==> src/rtl/pc_gen_pkg.sv <==
// Shared definitions for the program-counter generator.
//   pc_state_e       : FSM state encoding (boot, run, halt)
//   DefaultResetVec  : default first fetch address after reset
//   DefaultIalign    : default instruction alignment / sequential step in bytes
package pc_gen_pkg;

  typedef enum logic [1:0] {
    StBoot = 2'd0,
    StRun  = 2'd1,
    StHalt = 2'd2
  } pc_state_e;

  localparam logic [31:0] DefaultResetVec = 32'h8000_0000;
  localparam int unsigned DefaultIalign   = 4;

endpackage

==> src/rtl/pc_gen_redirect_arb.sv <==
// Redirect arbiter: picks one redirect (trap > ret > jump) and checks its alignment.
//   trap_en/trap_pc  : trap request; target low bits are forced to zero, never misaligned
//   ret_en/ret_pc    : trap-return request
//   jump_en/jump_pc  : branch/jump request
//   redir_valid      : winning redirect is accepted
//   redir_pc         : target of the accepted redirect
//   redir_misalign   : winning ret/jump target is misaligned and must be discarded
module pc_gen_redirect_arb
  import pc_gen_pkg::*;
#(
  parameter int unsigned XLEN   = 32,
  parameter int unsigned IALIGN = DefaultIalign
) (
  input  logic            trap_en,
  input  logic [XLEN-1:0] trap_pc,
  input  logic            ret_en,
  input  logic [XLEN-1:0] ret_pc,
  input  logic            jump_en,
  input  logic [XLEN-1:0] jump_pc,
  output logic            redir_valid,
  output logic [XLEN-1:0] redir_pc,
  output logic            redir_misalign
);

  // IALIGN is a power of two, so IALIGN-1 covers exactly the offset bits.
  logic [XLEN-1:0] low_mask;
  assign low_mask = XLEN'(IALIGN - 1);

  always_comb begin
    redir_valid    = 1'b0;
    redir_pc       = '0;
    redir_misalign = 1'b0;
    if (trap_en) begin
      redir_valid = 1'b1;
      redir_pc    = trap_pc & ~low_mask;
    end else if (ret_en) begin
      if ((ret_pc & low_mask) != '0) begin
        redir_misalign = 1'b1;
      end else begin
        redir_valid = 1'b1;
        redir_pc    = ret_pc;
      end
    end else if (jump_en) begin
      if ((jump_pc & low_mask) != '0) begin
        redir_misalign = 1'b1;
      end else begin
        redir_valid = 1'b1;
        redir_pc    = jump_pc;
      end
    end
  end

endmodule

==> src/rtl/pc_gen.sv <==
// Program-counter generator for the instruction fetch unit.
//   clk, rst          : clock and synchronous active-high reset
//   trap_en/trap_pc   : trap redirect (highest priority, also leaves halt)
//   ret_en/ret_pc     : trap-return redirect
//   jump_en/jump_pc   : branch/jump redirect
//   stall             : backend stall, suppresses pc_valid
//   halt_req          : request to enter halt
//   ifu_ready         : fetch unit accepts pc this cycle
//   pc_valid, pc      : fetch request and its address
//   misalign          : one-cycle pulse after a discarded misaligned redirect
//   halted            : block is halted
module pc_gen
  import pc_gen_pkg::*;
#(
  parameter int unsigned     XLEN      = 32,
  parameter logic [XLEN-1:0] RESET_VEC = XLEN'(DefaultResetVec),
  parameter int unsigned     IALIGN    = DefaultIalign
) (
  input  logic            clk,
  input  logic            rst,
  input  logic            trap_en,
  input  logic [XLEN-1:0] trap_pc,
  input  logic            ret_en,
  input  logic [XLEN-1:0] ret_pc,
  input  logic            jump_en,
  input  logic [XLEN-1:0] jump_pc,
  input  logic            stall,
  input  logic            halt_req,
  input  logic            ifu_ready,
  output logic            pc_valid,
  output logic [XLEN-1:0] pc,
  output logic            misalign,
  output logic            halted
);

  pc_state_e       state_q, state_d;
  logic [XLEN-1:0] pc_q, pc_d;
  logic            misalign_q, misalign_d;

  logic            redir_valid;
  logic [XLEN-1:0] redir_pc;
  logic            redir_misalign;
  logic            fire;

  pc_gen_redirect_arb #(
    .XLEN   (XLEN),
    .IALIGN (IALIGN)
  ) u_arb (
    .trap_en        (trap_en),
    .trap_pc        (trap_pc),
    .ret_en         (ret_en),
    .ret_pc         (ret_pc),
    .jump_en        (jump_en),
    .jump_pc        (jump_pc),
    .redir_valid    (redir_valid),
    .redir_pc       (redir_pc),
    .redir_misalign (redir_misalign)
  );

  assign pc_valid = (state_q == StRun) && !stall;
  assign fire     = pc_valid && ifu_ready;
  assign pc       = pc_q;
  assign misalign = misalign_q;
  assign halted   = (state_q == StHalt);

  always_comb begin
    state_d    = state_q;
    pc_d       = pc_q;
    misalign_d = 1'b0;
    unique case (state_q)
      StBoot: begin
        // Redirects and halt requests are ignored during the boot cycle.
        state_d = StRun;
        pc_d    = RESET_VEC;
      end
      StRun: begin
        if (halt_req && !trap_en) begin
          state_d = StHalt;
        end else if (redir_valid) begin
          pc_d = redir_pc;
        end else if (redir_misalign) begin
          misalign_d = 1'b1;
        end else if (fire) begin
          pc_d = pc_q + XLEN'(IALIGN);
        end
      end
      StHalt: begin
        // Only a trap wakes the block; the arbiter gives trap top priority.
        if (trap_en) begin
          state_d = StRun;
          pc_d    = redir_pc;
        end
      end
      default: begin
        state_d = StBoot;
        pc_d    = RESET_VEC;
      end
    endcase
  end

  always_ff @(posedge clk) begin
    if (rst) begin
      state_q    <= StBoot;
      pc_q       <= RESET_VEC;
      misalign_q <= 1'b0;
    end else begin
      state_q    <= state_d;
      pc_q       <= pc_d;
      misalign_q <= misalign_d;
    end
  end

endmodule

==> config.mk <==
export PLATFORM = sky130hd
export DESIGN_NAME = pc_gen
export DESIGN_NICKNAME = d
export VERILOG_FILES = /design/src/rtl/pc_gen_pkg.sv /design/src/rtl/pc_gen_redirect_arb.sv /design/src/rtl/pc_gen.sv
export SDC_FILE = /design/constraint.sdc
export NUM_CORES = 1
export LEC_CHECK = 0
export ABC_AREA = 1
export ABC_CLOCK_PERIOD_IN_PS = 2200
export CORE_AREA = 4 4 92 94
export DETAILED_ROUTE_END_ITERATION = 12
export DIE_AREA = 0 0 96 98
export GPL_ROUTABILITY_DRIVEN = 0
export PLACE_DENSITY = 0.81
export SYNTH_ARGS = -nofsm -noshare
export SYNTH_HDL_FRONTEND = slang
export SYNTH_SLANG_ARGS = --single-unit
==> constraint.sdc <==
create_clock -name clk -period 2.2 [get_ports clk]
set_input_delay 0.22 -clock clk [delete_from_list [all_inputs] [get_ports clk]]
set_output_delay 0.22 -clock clk [all_outputs]
set_load 0.01 [all_outputs]
==> flow_metrics.env, run 1 <==
export IMPL_status="finished clean"
export IMPL_num_rows=32
export IMPL_final_layout_size_suffix_gt1_frac=0.0613
export IMPL_clk_pin_slew_worst_paths_ns=0.07
export IMPL_maxCapViolations=0
export IMPL_synth_cell_type_count=39
export IMPL_start_util=0.421
export IMPL_power_leakage_nw=1.84
export IMPL_synth_area_leaders="nand2_1, dfxtp_1, nor2_1, a21oi_1, nand3_1"
export IMPL_fmax_mhz=501
export IMPL_syn_area_per_cell_um2=5.49
export IMPL_clock_sinks=35
export IMPL_wirelength_um=11400
export IMPL_overflow=0
export IMPL_hold_buffers=0
export IMPL_dr_total_vias=4277
export IMPL_stdcell_area_mm2=0.00482
export IMPL_fin_setup_tns_ns=0
export IMPL_drv_slew=0
export IMPL_min_period_ns=2.00
export IMPL_critPathKind="reg2out"
export IMPL_cts_buffers=5
export IMPL_clk_path_buf_depth=2
export IMPL_diodes=0
export IMPL_area_growth_pct=49.4
export IMPL_r2r_start="state_q[0]$_SDFFE_PP0P_"
export IMPL_die_h_um=98
export IMPL_met1_usage=0.287
export IMPL_worstSetupStartpoint="state_q[1]$_SDFFE_PP0P_"
export IMPL_cts_tree="yes"
export IMPL_worst_setup_path_start_kind="flop"
export IMPL_grt_pass1_wl_um=18500
export IMPL_synth_cells=587
export IMPL_fin_nets=826
export IMPL_grt_pass1_vias=4073
export IMPL_hpwlAfterDp_um=9100
export IMPL_holdCritPathClass="reg2reg"
export IMPL_core_area_mm2=0.00765
export IMPL_synthArstFlopShare=0
export IMPL_arrival_ns=1.78
export IMPL_drt_first_pass_iters=5
export IMPL_rsz0062_at_grt="false"
export IMPL_wl_per_cell_um=14.0
export IMPL_clk_latency_ns=0.29
export IMPL_gr_max_usage_layer="met2"
export IMPL_first_iter_violations=341
export IMPL_synth_area_mm2=0.00322
export IMPL_fin_skew_ns=0.0103
export IMPL_crit_fanout=4
export IMPL_yosysMostFrequentCell="nand2_1"
export IMPL_synth_warnings=0
export IMPL_ys_seq_area_frac=0.217
export IMPL_final_antenna_net_count=0
export IMPL_dpl_instance_area_mm2=0.00472
export IMPL_antenna_found_initial=0
export IMPL_post_route_util=0.630
export IMPL_htreeDepth=2
export IMPL_synth_edf_count=0
export IMPL_die_w_um=96
export IMPL_port_buffers=136
export IMPL_grt_util_all_layers=0.243
export IMPL_hold_viol_final=0
export IMPL_ys_seq_elements=35
export IMPL_globalRouteMet2Util=0.422
export IMPL_viasPerCell=5.22
export IMPL_root_buffer="clkbuf_8"
export IMPL_worstMarginPinSlew_ns=0.380
export IMPL_setup_viol=0
export IMPL_cts_resized=0
export IMPL_post_cts_setup_buffer_count=0
export IMPL_max_slew_margin=0.747
export IMPL_grt_start_max_net_pins=56
export IMPL_r2r_end="pc[4]$_SDFFE_PP0P_"
export IMPL_synthDominantCellAreaShare=0.282
export IMPL_ir_worst_vdd_v=0.000843
export IMPL_crit_required_ns=1.98
export IMPL_synth_ff_type="dfxtp_1"
export IMPL_drc=0
export IMPL_endpoint_kind="output pin"
export IMPL_powerDensity_mw_per_mm2=614
export IMPL_final_period_utilization=0.907
export IMPL_met3_usage=0.0485
export IMPL_yosysTopAreaCell="nand2_1"
export IMPL_synth_nets=696
export IMPL_die_area_mm2=0.00941
export IMPL_ios=139
export IMPL_r2r_slack_ns=0.22
export IMPL_synth_commonest_cells="nand2_1, nor2_1, inv_1"
export IMPL_cp_endpoint="pc_valid"
export IMPL_r2r_cells=11
-- how the worst min path moves through the flow --
stage | startpoint | end | depth (start not counted)
2_1_floorplan | rst | pc[0]$_SDFFE_PP0P_ | 3
5_1_grt | pc[0]$_SDFFE_PP0P_ | pc[0]$_SDFFE_PP0P_ | 2
4_1_cts | pc[0]$_SDFFE_PP0P_ | pc[0]$_SDFFE_PP0P_ | 2
6_report | pc[0]$_SDFFE_PP0P_ | pc[0]$_SDFFE_PP0P_ | 2
3_3_place_gp | pc[0]$_SDFFE_PP0P_ | pc[0]$_SDFFE_PP0P_ | 2
3_5_place_dp | pc[0]$_SDFFE_PP0P_ | pc[0]$_SDFFE_PP0P_ | 2
-- per-stage QoR --
stage / setup slack, ns / cells / hold slack (ns) / total power [mW]
after detailed placement: 0.151 / 812 / 0.436 / 2.44
after floorplan: 0.520 / 587 / 0.408 / 1.82
after global placement: 0.174 / 812 / 0.435 / 2.40
after global routing: 0.00470 / 820 / 0.467 / 3.17
after CTS: 0.200 / 820 / 0.449 / 2.97
final: 0.205 / 820 / 0.444 / 2.96
-- power by group --
group          switching, mW  total [mW]  internal (mW)
combinational          0.904        1.59          0.684
sequential             0.124       0.848          0.725
clock                  0.237       0.523          0.286
-- cells by family (layout without fill, tap and decap cells) --
family	count (synthesis)	count (layout)	share of synthesized area
AND/OR/NAND/NOR	387	387	0.505
buffers and inverters	67	198	0.0904
adder cells (fa/ha/maj)	5	5	0.0194
AO/OA/AOI/OAI	88	88	0.154
XOR/XNOR	5	5	0.0136
flip-flops	35	35	0.217
-- layout by cell type (no fill, tap or decap), types with 2 or more instances in the layout --
master,netlist,final
or2_2,8,8
nor2_2,4,4
buf_4,1,6
buf_12,0,4
o22ai_1,6,6
clkdlybuf4s50_1,0,136
dfxtp_1,35,35
xnor2_1,2,2
xor2_1,3,3
a21oi_1,38,38
inv_1,40,40
nor3_1,3,3
o21ai_0,20,20
inv_2,2,2
nand3_2,2,2
clkbuf_8,0,7
nor2_1,75,75
nand2_2,3,3
a21o_1,2,2
nand2_1,242,242
ha_1,5,5
nand3_1,36,36
a31oi_1,16,16
nand4_1,7,7
-- critical path, cell delays in order (launching register included) --
cell,delay [ns]
dfxtp_1,0.32
inv_1,0.12
ha_1,0.34
inv_2,0.08
nor2_1,0.09
clkdlybuf4s50_1,0.54
-- per-layer routing --
layer | wire length (um) | part of all wire
met3 | 903 | 0.079
met1 | 4520 | 0.40
met4 | 414 | 0.036
met2 | 5600 | 0.49
met5 | 0 | 0
-- registers in the layout, indices dropped and copies added, names as in the netlist --
| signal | flops |
|---|---|
| state_q | 2 |
| misalign | 1 |
| pc | 32 |
-- layout make-up --
type,count,area [um^2]
clock buffer,8,100
fill,703,2830
inverter,44,170
multi-input combinational,485,2230
sequential,35,701
tap,102,128
timing repair buffer,146,1490
Note: power is estimated with default switching activity, not from simulation.
==> inputs of run 2 (changes only) <==
--- a/constraint.sdc
+++ b/constraint.sdc
@@ -3,2 +3,2 @@
 set_output_delay 0.22 -clock clk [all_outputs]
-set_load 0.01 [all_outputs]
+set_load 0.05 [all_outputs]
==> flow_metrics.env, run 2 (synthesized netlist as in run 1, its figures left out) <==
export IMPL_status="finished clean"
export IMPL_grt_pass1_vias=4052
export IMPL_final_antenna_net_count=0
export IMPL_clk_latency_ns=0.30
export IMPL_hold_buffers=0
export IMPL_core_area_mm2=0.00765
export IMPL_antenna_found_initial=0
export IMPL_drc=0
export IMPL_clk_pin_slew_worst_paths_ns=0.08
export IMPL_ir_worst_vdd_v=0.000834
export IMPL_rsz0062_at_grt="false"
export IMPL_r2r_cells=11
export IMPL_cts_tree="yes"
export IMPL_p_total_mw=3.18
export IMPL_switching_share=0.491
export IMPL_final_cell_mix="nand2_1, clkdlybuf4s50_1, nor2_1, inv_1, a21oi_1"
export IMPL_stdcell_area_mm2=0.00481
export IMPL_post_cts_setup_buffer_count=0
export IMPL_largest_reg_flops=32
export IMPL_root_buffer="clkbuf_8"
export IMPL_arrival_ns=1.88
export IMPL_max_slew_margin=0.642
export IMPL_maxCapViolations=0
export IMPL_ios=139
export IMPL_overflow=0
export IMPL_num_rows=32
export IMPL_die_w_um=96
export IMPL_clk_path_buf_depth=2
export IMPL_power_leakage_nw=1.84
export IMPL_final_layout_size_suffix_gt1_frac=0.0654
export IMPL_die_h_um=98
export IMPL_powerDensity_mw_per_mm2=662
export IMPL_dr_total_vias=4243
export IMPL_clock_sinks=35
export IMPL_endpoint_kind="output pin"
export IMPL_drv_slew=0
export IMPL_power_switching_mw=1.56
export IMPL_cts_resized=0
export IMPL_viasPerCell=5.17
export IMPL_final_common_cell="nand2_1"
export IMPL_fin_nets=827
export IMPL_hold_viol_final=0
export IMPL_die_area_mm2=0.00941
export IMPL_crit_fanout=4
export IMPL_min_path_cells=2
export IMPL_dpl_instance_area_mm2=0.00471
export IMPL_critPathKind="reg2out"
export IMPL_comb_power_share=0.588
export IMPL_wirelength_um=11400
export IMPL_drt_first_pass_iters=5
export IMPL_first_iter_violations=338
export IMPL_fin_setup_tns_ns=0
export IMPL_post_route_util=0.629
export IMPL_crit_required_ns=1.98
export IMPL_port_buffers=136
export IMPL_worst_setup_path_start_kind="flop"
export IMPL_min_period_ns=2.10
export IMPL_clockPowerShare=0.146
export IMPL_fin_skew_ns=0.00964
export IMPL_area_growth_pct=49.2
export IMPL_diodes=0
export IMPL_setup_viol=0
export IMPL_grt_start_max_net_pins=57
export IMPL_grt_pass1_wl_um=18200
export IMPL_intPower_mw=1.62
export IMPL_fmax_mhz=476
export IMPL_final_period_utilization=0.955
export IMPL_hpwlAfterDp_um=9020
export IMPL_cts_buffers=5
export IMPL_htreeDepth=2
export IMPL_wl_per_cell_um=13.9
export IMPL_p_seq_frac=0.266
export IMPL_grt_util_all_layers=0.241
export IMPL_holdCritPathClass="reg2reg"
export IMPL_worstMarginPinSlew_ns=0.535
export IMPL_start_util=0.421
## run 2: cell types whose count changed in the layout (fill, tap and decap cells not counted), sizes merged
cell / before / now
nor2: 81 / 82
clkdlybuf4s50: 136 / 135
clkinv: 1 / 4
buf: 10 / 11
clkbuf: 8 / 5
## run 2: path summary, 6_finish.rpt
path                                start            endpoint  slack, ns
setup reg to reg  state_q[0]$_SDFFE_PP0P_  pc[8]$_SDFFE_PP0P_       0.22
hold reg to reg        pc[0]$_SDFFE_PP0P_  pc[0]$_SDFFE_PP0P_       0.45
setup / recovery  state_q[0]$_SDFFE_PP0P_              halted        0.1
hold / removal         pc[0]$_SDFFE_PP0P_  pc[0]$_SDFFE_PP0P_       0.45
## run 2: layout make-up
class                      instances  area [um^2]
fill                             731         2840
multi-input combinational        486         2240
timing repair buffer             146         1480
sequential                        35          701
inverter                          44          170
tap                              102          128
clock buffer                       5         68.8
clock inverter                     3         15.0
## run 2: critical path, stage by stage, from the launching register on
cell,delay [ns]
dfxtp_1,0.33
inv_1,0.10
ha_1,0.29
clkdlybuf4s50_1,0.85
## run 2: power groups by stage
stage | registers, mW | logic (mW) | clock network, mW
after CTS | 0.843 | 1.82 | 0.476
final | 0.846 | 1.87 | 0.465
after detailed placement | 0.857 | 1.82 | 0
after floorplan | 1.08 | 0.997 | 0
after global routing | 0.863 | 2.04 | 0.502
after global placement | 0.854 | 1.80 | 0
## run 2: routing by layer
layer / track usage / vias to the layer above / routed length, um / part of all wire
met2: 0.406 / 197 / 5440 / 0.48
met4: 0.0985 / 0 / 483 / 0.042
li1: - / 2144 / - / -
met1: 0.290 / 1861 / 4520 / 0.40
met3: 0.0532 / 41 / 959 / 0.084
met5: 0 / - / 0 / 0
## run 2: through the flow
| stage | worst slack, ns | instances | hold slack (ns) |
|---|---|---|---|
| 2_1_floorplan | 0.233 | 587 | 0.408 |
| 3_3_place_gp | 0.174 | 812 | 0.436 |
| 3_5_place_dp | 0.142 | 812 | 0.446 |
| 4_1_cts | 0.0881 | 820 | 0.458 |
| 5_1_grt | 0.0211 | 821 | 0.476 |
| 6_report | 0.0994 | 821 | 0.453 |
